===== src/rtl/ps2_frame_rx.sv =====
// PS/2 device-to-host receiver: synchronises PS2_CLK/PS2_DAT, deframes 11-bit frames, decodes E0/F0 prefixes.
// Define PS2_PARITY_CHECK_EN to reject frames with bad odd parity; otherwise the parity bit is ignored.
module ps2_frame_rx #(
  parameter int unsigned TIMEOUT_CYCLES = 100000,
  parameter int unsigned SYNC_STAGES    = 2
) (
  input  logic       clock,
  input  logic       resetn,
  input  logic       ps2_clk,
  input  logic       ps2_dat,
  output logic [7:0] rx_byte,
  output logic       rx_valid,
  output logic [7:0] key_code,
  output logic       key_break,
  output logic       key_ext,
  output logic       key_valid,
  output logic       frame_err
);

  localparam int unsigned TW = $clog2(TIMEOUT_CYCLES);

  typedef enum logic [1:0] {IDLE, DATA, PARITY, STOP} state_t;

  state_t                 state, state_next;
  logic [SYNC_STAGES-1:0] clk_sync, dat_sync;
  logic                   clk_prev, fe, dat;
  logic [2:0]             bit_cnt;
  logic [7:0]             shift;
  logic [TW-1:0]          tcnt;
  logic                   timeout, frame_good, frame_bad;
  logic                   ext_flag, brk_flag;
`ifdef PS2_PARITY_CHECK_EN
  logic                   par_bit;
`endif

  always_ff @(posedge clock or negedge resetn) begin
    if (!resetn) begin
      clk_sync <= '1;
      dat_sync <= '1;
      clk_prev <= 1'b1;
    end else begin
      clk_sync <= {clk_sync[SYNC_STAGES-2:0], ps2_clk};
      dat_sync <= {dat_sync[SYNC_STAGES-2:0], ps2_dat};
      clk_prev <= clk_sync[SYNC_STAGES-1];
    end
  end

  assign fe  = clk_prev & ~clk_sync[SYNC_STAGES-1];
  assign dat = dat_sync[SYNC_STAGES-1];

  // Fires on the edge where the counter would reach TIMEOUT_CYCLES-1.
  assign timeout = (state != IDLE) && !fe && (tcnt == TW'(TIMEOUT_CYCLES - 2));

`ifdef PS2_PARITY_CHECK_EN
  assign frame_good = fe && (state == STOP) && dat && (^{shift, par_bit});
`else
  assign frame_good = fe && (state == STOP) && dat;
`endif
  assign frame_bad = (fe && (state == STOP) && !frame_good) || timeout;

  always_ff @(posedge clock or negedge resetn) begin
    if (!resetn) state <= IDLE;
    else         state <= state_next;
  end

  always_comb begin
    state_next = state;
    case (state)
      IDLE:    if (fe && !dat)            state_next = DATA;
      DATA:    if (fe && bit_cnt == 3'd7) state_next = PARITY;
      PARITY:  if (fe)                    state_next = STOP;
      STOP:    if (fe)                    state_next = IDLE;
      default:                            state_next = IDLE;
    endcase
    if (timeout) state_next = IDLE;
  end

  always_ff @(posedge clock or negedge resetn) begin
    if (!resetn) begin
      bit_cnt   <= '0;
      shift     <= '0;
      tcnt      <= '0;
      rx_byte   <= '0;
      rx_valid  <= 1'b0;
      frame_err <= 1'b0;
      key_code  <= '0;
      key_break <= 1'b0;
      key_ext   <= 1'b0;
      key_valid <= 1'b0;
      ext_flag  <= 1'b0;
      brk_flag  <= 1'b0;
`ifdef PS2_PARITY_CHECK_EN
      par_bit   <= 1'b0;
`endif
    end else begin
      if (fe || state == IDLE) tcnt <= '0;
      else                     tcnt <= tcnt + TW'(1);

      if (fe) begin
        case (state)
          IDLE: bit_cnt <= '0;
          DATA: begin
            shift   <= {dat, shift[7:1]};
            bit_cnt <= bit_cnt + 3'd1;
          end
`ifdef PS2_PARITY_CHECK_EN
          PARITY: par_bit <= dat;
`endif
          default: ;
        endcase
      end

      rx_valid  <= frame_good;
      frame_err <= frame_bad;
      if (frame_good) rx_byte <= shift;

      key_valid <= 1'b0;
      if (rx_valid) begin
        if (rx_byte == 8'hE0) begin
          ext_flag <= 1'b1;
        end else if (rx_byte == 8'hF0) begin
          brk_flag <= 1'b1;
        end else begin
          key_code  <= rx_byte;
          key_ext   <= ext_flag;
          key_break <= brk_flag;
          key_valid <= 1'b1;
          ext_flag  <= 1'b0;
          brk_flag  <= 1'b0;
        end
      end else if (frame_err) begin
        ext_flag <= 1'b0;
        brk_flag <= 1'b0;
      end
    end
  end

endmodule


===== config.mk =====
export PLATFORM = sky130hd
export DESIGN_NAME = ps2_frame_rx
export DESIGN_NICKNAME = d
export VERILOG_FILES = /design/src/rtl/ps2_frame_rx.sv
export SDC_FILE = /design/constraint.sdc
export NUM_CORES = 1
export LEC_CHECK = 0
export BUFFER_PORTS_ARGS = -buffer_cell sky130_fd_sc_hd__buf_4
export CORE_ASPECT_RATIO = 1.75
export CORE_MARGIN = 3
export CORE_UTILIZATION = 45
export CTS_CLUSTER_DIAMETER = 40
export CTS_CLUSTER_SIZE = 30
export DETAILED_ROUTE_END_ITERATION = 6
export HOLD_SLACK_MARGIN = 0.08
export PLACE_DENSITY_LB_ADDON = 0.25
export SKIP_CTS_REPAIR_TIMING = 1
export SLEW_MARGIN = 20
export SYNTH_ARGS = -nofsm -noshare
export SYNTH_HDL_FRONTEND = slang
export SYNTH_SLANG_ARGS = --single-unit

===== constraint.sdc =====
create_clock -name clock -period 3.08 [get_ports clock]
set_input_delay 0.616 -clock clock [delete_from_list [all_inputs] [get_ports clock]]
set_output_delay 0.616 -clock clock [all_outputs]
set_load 0.02 [all_outputs]

==> metrics.log, run 1 <==
INFO  metric multi_input_comb_area = 981 um2
INFO  metric final_layout_size_suffix_gt1_share = 27.9%
INFO  metric antenna_violating_nets_post_route = 0
INFO  metric timing.setup.tns = 0 ps
INFO  metric max_slew.worst_pin.slew = 705 ps
INFO  metric post_synth_instance_area = 0.00249 mm2
INFO  metric synth-edff-count = 0
INFO  metric gr_usage_total = 14.8%
INFO  metric setup.worst_path.start_class = flip-flop
INFO  metric first_global_vias = 1,601
INFO  metric layout-area-overhead-vs-synth = 16.7%
INFO  metric critPathCapture = state[0]$_DFFE_PN0P_
INFO  metric worstHoldPathType = input pin to async pin
INFO  metric first_pass_grt_wire_length = 7410 um
INFO  metric r2r.worst_path.cells = 6
INFO  metric postSynthRegisterBits = 58
INFO  metric ys_async_sr_fraction = 100%
INFO  metric cts_tree = built
INFO  metric timing.hold.ws = 330 ps
INFO  metric start_util = 47.0%
INFO  metric final_min_period_over_clock_period = 67.0%
INFO  metric critical_path_peak_fanout = 18
INFO  metric seq_area = 0.00146 mm2
INFO  metric overflow = 0
INFO  metric finalHoldViolations = 0
INFO  metric clock-skew-final = 8.36 ps
INFO  metric synth.distinct_cells = 37
INFO  metric clk_root_buffer_cell = clkbuf_8
INFO  metric final_routed_drc_violation_total = 0
INFO  metric die_w = 62.3 um
INFO  metric num_vias = 1,599
INFO  metric crit_path_start = state[0]$_DFFE_PN0P_
INFO  metric avgSynthCellArea = 12.2 um2
INFO  metric clkLatencyLatePin = 330 ps
INFO  metric drv_slew = 0
INFO  metric placed_insts = 298
INFO  metric hpwlAfterDp = 2850 um
INFO  metric critical_path_arrival = 2270 ps
INFO  metric netlist_top_cells_area = dfrtp_1 53%, mux2_2 7.7%, dfstp_2 5.3%
INFO  metric cts_max_path_buffers = 2
INFO  metric finalWeightedCongestion = 0.802
INFO  metric synth_top_cell_by_area = dfrtp_1
INFO  metric io_pins = 25
INFO  metric port-buffer-count = 24
INFO  metric coreArea = 0.00530 mm2
INFO  metric irDropWorstVdd = 0.000333 V
INFO  metric setup.worst_path.end_class = flip-flop
INFO  metric yosys_most_used_dff = dfrtp_1
INFO  metric n_antenna_cell = 0
INFO  metric synth-warning-count = 0
INFO  metric power-per-cell-area = 726 mW/mm2
INFO  metric synth_nets = 218
INFO  metric finalNetCount = 248
INFO  metric via_density = 5.09
INFO  metric detailedRoute.firstIterationViolations = 92
INFO  metric slew_headroom = 53.0%
INFO  metric post-synth-top-area-fraction = 53.2%
INFO  metric layout.filler_cells = 468
INFO  metric route.detailed.wl_per_inst = 13.1 um
INFO  metric worstReg2RegStart = state[0]$_DFFE_PN0P_
INFO  metric stdcell_area = 0.00291 mm2
INFO  metric max_freq = 0.485 GHz
INFO  metric p_leak = 0.00144 uW
INFO  metric die_area = 0.00650 mm2
INFO  metric path_class = flip-flop to flip-flop
INFO  metric number_of_antenna_violations_at_the_first_check_in_global_routing = 0
INFO  metric worst-endpoint-required = 3290 ps
INFO  metric post-route-min-period = 2060 ps
INFO  metric cap_viol_max_count = 0
INFO  metric rsz0062_at_grt = false
INFO  metric dpl_cell_area = 0.00274 mm2
INFO  metric postRouteWirelength = 4130 um
INFO  metric die_height = 104 um
INFO  metric status = finished clean
INFO  metric finalSetupViolCount = 0
INFO  metric netlist_instances = 205
INFO  metric clock_transition_at_the_register_clock_pins_on_the_worst_setup_and_hold_paths_after_cts = 60 ps
INFO  metric firstDrtPassIters = 4
INFO  metric htreeDepth = 3
INFO  metric reg2reg_capture_point = state[0]$_DFFE_PN0P_
INFO  metric grt_start_max_net_pins = 59
INFO  metric tritoncts_num_sinks = 58
INFO  metric synth_sequential_area_ratio = 58.5%
INFO  metric rows = 35
INFO  metric cts-buffers-inserted = 9
INFO  metric worst_reg_to_reg_setup_slack = 1020 ps
INFO  metric fin_cells = 314
area by class of cell:
class | instances | area share, %
repair buffers | 24 | 6.19
flip-flops and latches | 58 | 50.1
clock inverters | 5 | 1.03
inverters | 7 | 0.903
well taps | 74 | 3.18
clock buffers | 11 | 4.86
multi-input cells | 135 | 33.7
where the power goes:
part	internal (uW)	leakage, uW	switching (uW)	total [uW]
logic	238	0.000576	269	507
registers	899	0.000775	104	1000
clock network	309	0.0000851	295	604
critical path, cell delays in order (launching register included):
cell,delay [ps]
dfrtp_1,390
inv_1,110
ha_1,230
nand2b_2,340
nand4b_2,350
o2111a_1,190
or3_1,330
worst min-delay path by stage:
stage / start / depth (start not counted) / slack, ps / to
after global placement: dat_sync[0]$_DFF_PN1_ / 0 / 350 / dat_sync[1]$_DFF_PN1_
after CTS: resetn / 1 / 350 / key_code[7]$_DFFE_PN0P_
after floorplan: resetn / 0 / 320 / bit_cnt[0]$_DFFE_PN0P_
after detailed placement: dat_sync[0]$_DFF_PN1_ / 0 / 350 / dat_sync[1]$_DFF_PN1_
after global routing: ps2_clk / 1 / 360 / clk_sync[0]$_DFF_PN1_
final: resetn / 1 / 330 / key_code[7]$_DFFE_PN0P_
through the flow:
stage,setup slack (ps),utilization (%),power (uW)
after floorplan,1270,-,1370
after global placement,1090,51.7,1520
after detailed placement,1020,51.7,1540
after CTS,1000,54.9,2150
after global routing,843,54.9,2260
final,1020,54.9,2110
cells in the final DEF (no fill, tap or decap), types with 2 or more instances in the layout:
cell type	n
a21oi_1	2
a32o_1	3
and3_1	2
buf_4	24
clkbuf_8	10
clkinv_2	3
clkinvlp_4	2
dfrtp_1	53
dfstp_2	5
ha_1	9
inv_1	7
mux2_1	5
mux2_2	17
nand2_1	21
nand2b_1	3
nand3_1	12
nor2_1	19
nor3_1	2
nor4_1	3
o211ai_1	2
o21ai_0	5
or3_1	3
xnor2_1	5
xor2_1	8
synth_stat cells, types with 2 or more instances:
| cell type | n |
|---|---|
| xor2_1 | 8 |
| xnor2_1 | 5 |
| o211ai_1 | 2 |
| a32o_1 | 3 |
| nand3_1 | 12 |
| nor2_1 | 19 |
| mux2_1 | 5 |
| a21oi_1 | 2 |
| inv_1 | 7 |
| nor3_1 | 2 |
| and3_1 | 2 |
| dfrtp_1 | 53 |
| o21ai_0 | 5 |
| clkbuf_1 | 3 |
| mux2_2 | 17 |
| ha_1 | 9 |
| nand2b_1 | 3 |
| dfstp_2 | 5 |
| or3_1 | 3 |
| nand2_1 | 21 |
| nor4_1 | 3 |
registers in the layout, summed over array words and instances (netlist names):
signal and flops:
tcnt 17, key_code 8, rx_byte 8, shift 8, bit_cnt 3, clk_sync 2
dat_sync 2, state 2, brk_flag 1, clk_prev 1, ext_flag 1, frame_err 1
key_break 1, key_ext 1, key_valid 1, rx_valid 1
cells by family (layout without fill, tap and decap cells):
| family | Yosys count | count (layout) | synth area share [%] |
|---|---|---|---|
| xor+xnor | 13 | 13 | 4.57 |
| buf+inv | 12 | 47 | 2.16 |
| fa+ha+maj | 9 | 9 | 4.52 |
| mux | 22 | 22 | 9.94 |
| compound gates | 15 | 15 | 4.12 |
| simple gates | 76 | 76 | 16.2 |
| flops | 58 | 58 | 58.5 |
routing by layer:
metal | share of wire, % | track usage, % | routed length, um | up-vias
li1 | - | - | - | 768
met3 | 4.8 | 6.38 | 197 | 8
met4 | 3.0 | 10.1 | 124 | 0
met1 | 39 | 15.3 | 1600 | 790
met2 | 53 | 24.1 | 2200 | 33
met5 | 0 | 0 | 0 | -
No activity file was read; power rests on OpenSTA's default activity.
==> run 2: changes to the inputs <==
- clock period: 3.08 -> 2.1 ns (I/O delays scaled with it)
==> run 2 against run 1 <==
Global-route usage grew 0.17 points. Core utilization grew 1.5 points. Die area is the same. Sequential share of layout area shrank 1.3 points.
==> metrics.log, run 2 (same netlist as run 1, synthesis figures left out) <==
INFO  metric first_pass_grt_wire_length = 7550 um (+1.9%)
INFO  metric layout.cells.most_common_list = 53 x dfrtp_1, 28 x buf_4, 21 x nand2_1
INFO  metric cp_max_stage_delay = 550 ps (+160 ps)
INFO  metric cts_max_path_buffers = 2 (unchanged)
INFO  metric first_global_vias = 1,686 (+5.3%)
INFO  metric finalNetCount = 252 (+1.6%)
INFO  metric layout-area-overhead-vs-synth = 19.8%
INFO  metric rows = 35 (unchanged)
INFO  metric finalSetupViolCount = 0 (unchanged)
INFO  metric drv_slew = 0 (unchanged)
INFO  metric cp_slowest_cell = or4b_1
INFO  metric slew_headroom = 52.9% (-0.087 points)
INFO  metric switching_power = 972 uW (+46%)
INFO  metric route.detailed.wl_per_inst = 13.6 um (+3.2%)
INFO  metric n_antenna_cell = 0 (unchanged)
INFO  metric cts-buffers-inserted = 9 (unchanged)
INFO  metric worst-endpoint-required = 2320 ps (-970 ps)
INFO  metric seq_power_share = 43.8% (-3.6 points)
INFO  metric hpwlAfterDp = 3010 um (+5.9%)
INFO  metric postRouteWirelength = 4300 um (+4.1%)
INFO  metric critical_path_arrival = 2120 ps (-150 ps)
INFO  metric firstDrtPassIters = 4 (unchanged)
INFO  metric timing.critical_path.cells = or4b_1 -> nor3_2 -> nand4b_2 -> o2111a_1 -> or3_1
INFO  metric power-per-cell-area = 1130 mW/mm2 (+56%)
INFO  metric power.share.combinational = 22.6% (-1.4 points)
INFO  metric setup.worst_path.end_class = flip-flop
INFO  metric coreArea = 0.00530 mm2 (unchanged)
INFO  metric postLayoutCoreUtil = 56.4% (+1.5 points)
INFO  metric start_util = 47.0% (unchanged)
INFO  metric finalWeightedCongestion = 0.862 (+7.4%)
INFO  metric max_freq = 0.525 GHz (+8.4%)
INFO  metric setup.worst_path.start_class = flip-flop
INFO  metric final_min_period_over_clock_period = 90.6% (+24 points)
INFO  metric clk_root_buffer_cell = clkbuf_8
INFO  metric number_of_antenna_violations_at_the_first_check_in_global_routing = 0 (unchanged)
INFO  metric critical_path_peak_fanout = 6 (-12)
INFO  metric sw_frac_of_total = 28.7% (-2.8 points)
INFO  metric layout.filler_cells = 462 (-1.3%)
INFO  metric final_routed_drc_violation_total = 0 (unchanged)
INFO  metric pwr-share-clk = 33.6% (+5.0 points)
INFO  metric leading_cell_type_in_the_layout_fill_and_taps_excluded = dfrtp_1
INFO  metric max_slew.worst_pin.slew = 706 ps (+1.31 ps)
INFO  metric io_pins = 25 (unchanged)
INFO  metric p_leak = 0.00148 uW (+3.0%)
INFO  metric die_area = 0.00650 mm2 (unchanged)
INFO  metric overflow = 0 (unchanged)
INFO  metric via_density = 5.03 (-1.3%)
INFO  metric clkLatencyLatePin = 340 ps (about the same)
INFO  metric clock-skew-final = 4.24 ps (-4.12 ps)
INFO  metric finalHoldViolations = 0 (unchanged)
INFO  metric gr_usage_total = 15.0% (+0.17 points)
INFO  metric irDropWorstVdd = 0.000696 V (+110%)
INFO  metric post-route-min-period = 1900 ps (-160 ps)
INFO  metric cts_tree = built
INFO  metric power.internal = 2410 uW (+67%)
INFO  metric die_height = 104 um (unchanged)
INFO  metric seq_area = 0.00146 mm2 (unchanged)
INFO  metric final_layout_size_suffix_gt1_share = 28.4% (+0.48 points)
INFO  metric die_w = 62.3 um (unchanged)
INFO  metric status = finished clean
INFO  metric detailedRoute.firstIterationViolations = 30 (-67%)
INFO  metric worstHoldPathType = input pin to async pin
INFO  metric antenna_violating_nets_post_route = 0 (unchanged)
INFO  metric rsz0062_at_grt = false
INFO  metric path_class = flip-flop to flip-flop
INFO  metric largest-register = tcnt
INFO  metric grt_start_max_net_pins = 59 (unchanged)
INFO  metric port-buffer-count = 24 (unchanged)
INFO  metric largest_register_ffs = 17 (unchanged)
INFO  metric cap_viol_max_count = 0 (unchanged)
INFO  metric multi_input_comb_area = 981 um2 (unchanged)
INFO  metric htreeDepth = 3 (unchanged)
INFO  metric clock_transition_at_the_register_clock_pins_on_the_worst_setup_and_hold_paths_after_cts = 60 ps (about the same)
INFO  metric timing.setup.tns = 0 ps (unchanged)
INFO  metric tritoncts_num_sinks = 58 (unchanged)
INFO  metric num_vias = 1,593 (-0.38%)
## run 2: worst max-delay path, delay by kind of cell, from the launching register on
kind / cells / cell delay [ps]
compound gates: 1 / 180
flops: 1 / 420
simple gates: 4 / 1190
## run 2: final cells by class
type,count,share of cell area [%]
Clock buffer,13,5.32
Clock inverter,2,2.01
Inverter,7,0.880
Multi-Input combinational cell,135,32.8
Sequential cell,58,48.8
Tap cell,74,3.10
Timing Repair Buffer,28,7.04
## run 2: power by group through the flow
| stage | sequential [uW] | combinational [uW] | clock (uW) |
|---|---|---|---|
| after detailed placement | 1500 | 779 | 0 |
| final | 1480 | 765 | 1140 |
| after CTS | 1480 | 783 | 1170 |
| after global placement | 1500 | 767 | 0 |
| after floorplan | 1540 | 471 | 0 |
| after global routing | 1510 | 866 | 1200 |
## run 2: path summary, 6_finish.rpt
check	from	to	slack, ps	depth (start not counted)
max	tcnt[5]$_DFF_PN0_	state[0]$_DFFE_PN0P_	200	5
max reg2reg	tcnt[5]$_DFF_PN0_	state[0]$_DFFE_PN0P_	200	5
min	resetn	key_valid$_DFF_PN0_	140	1
min in group clock	ps2_dat	dat_sync[0]$_DFF_PN1_	190	1
max in group asynchronous	resetn	tcnt[8]$_DFF_PN0_	1500	1
min reg2reg	clk_sync[0]$_DFF_PN1_	clk_sync[1]$_DFF_PN1_	360	0
## run 2: routing by layer
| metal | GRT usage [%] | vias up | part of all wire (%) |
|---|---|---|---|
| met5 | 0 | - | 0 |
| met2 | 26.5 | 34 | 54 |
| met3 | 3.57 | 17 | 3.8 |
| li1 | - | 776 | - |
| met4 | 11.4 | 0 | 4.6 |
| met1 | 14.8 | 766 | 37 |
## run 2: per-stage QoR
step	hold WS [ps]	instances	total power, uW	instance area, um2	worst slack [ps]
floorplan	124	205	2010	2490	290
global placement	346	302	2260	2770	212
detailed placement	347	302	2280	2770	196
CTS	162	317	3440	2990	187
global route	181	317	3580	2990	67.7
finish	136	317	3380	2990	196
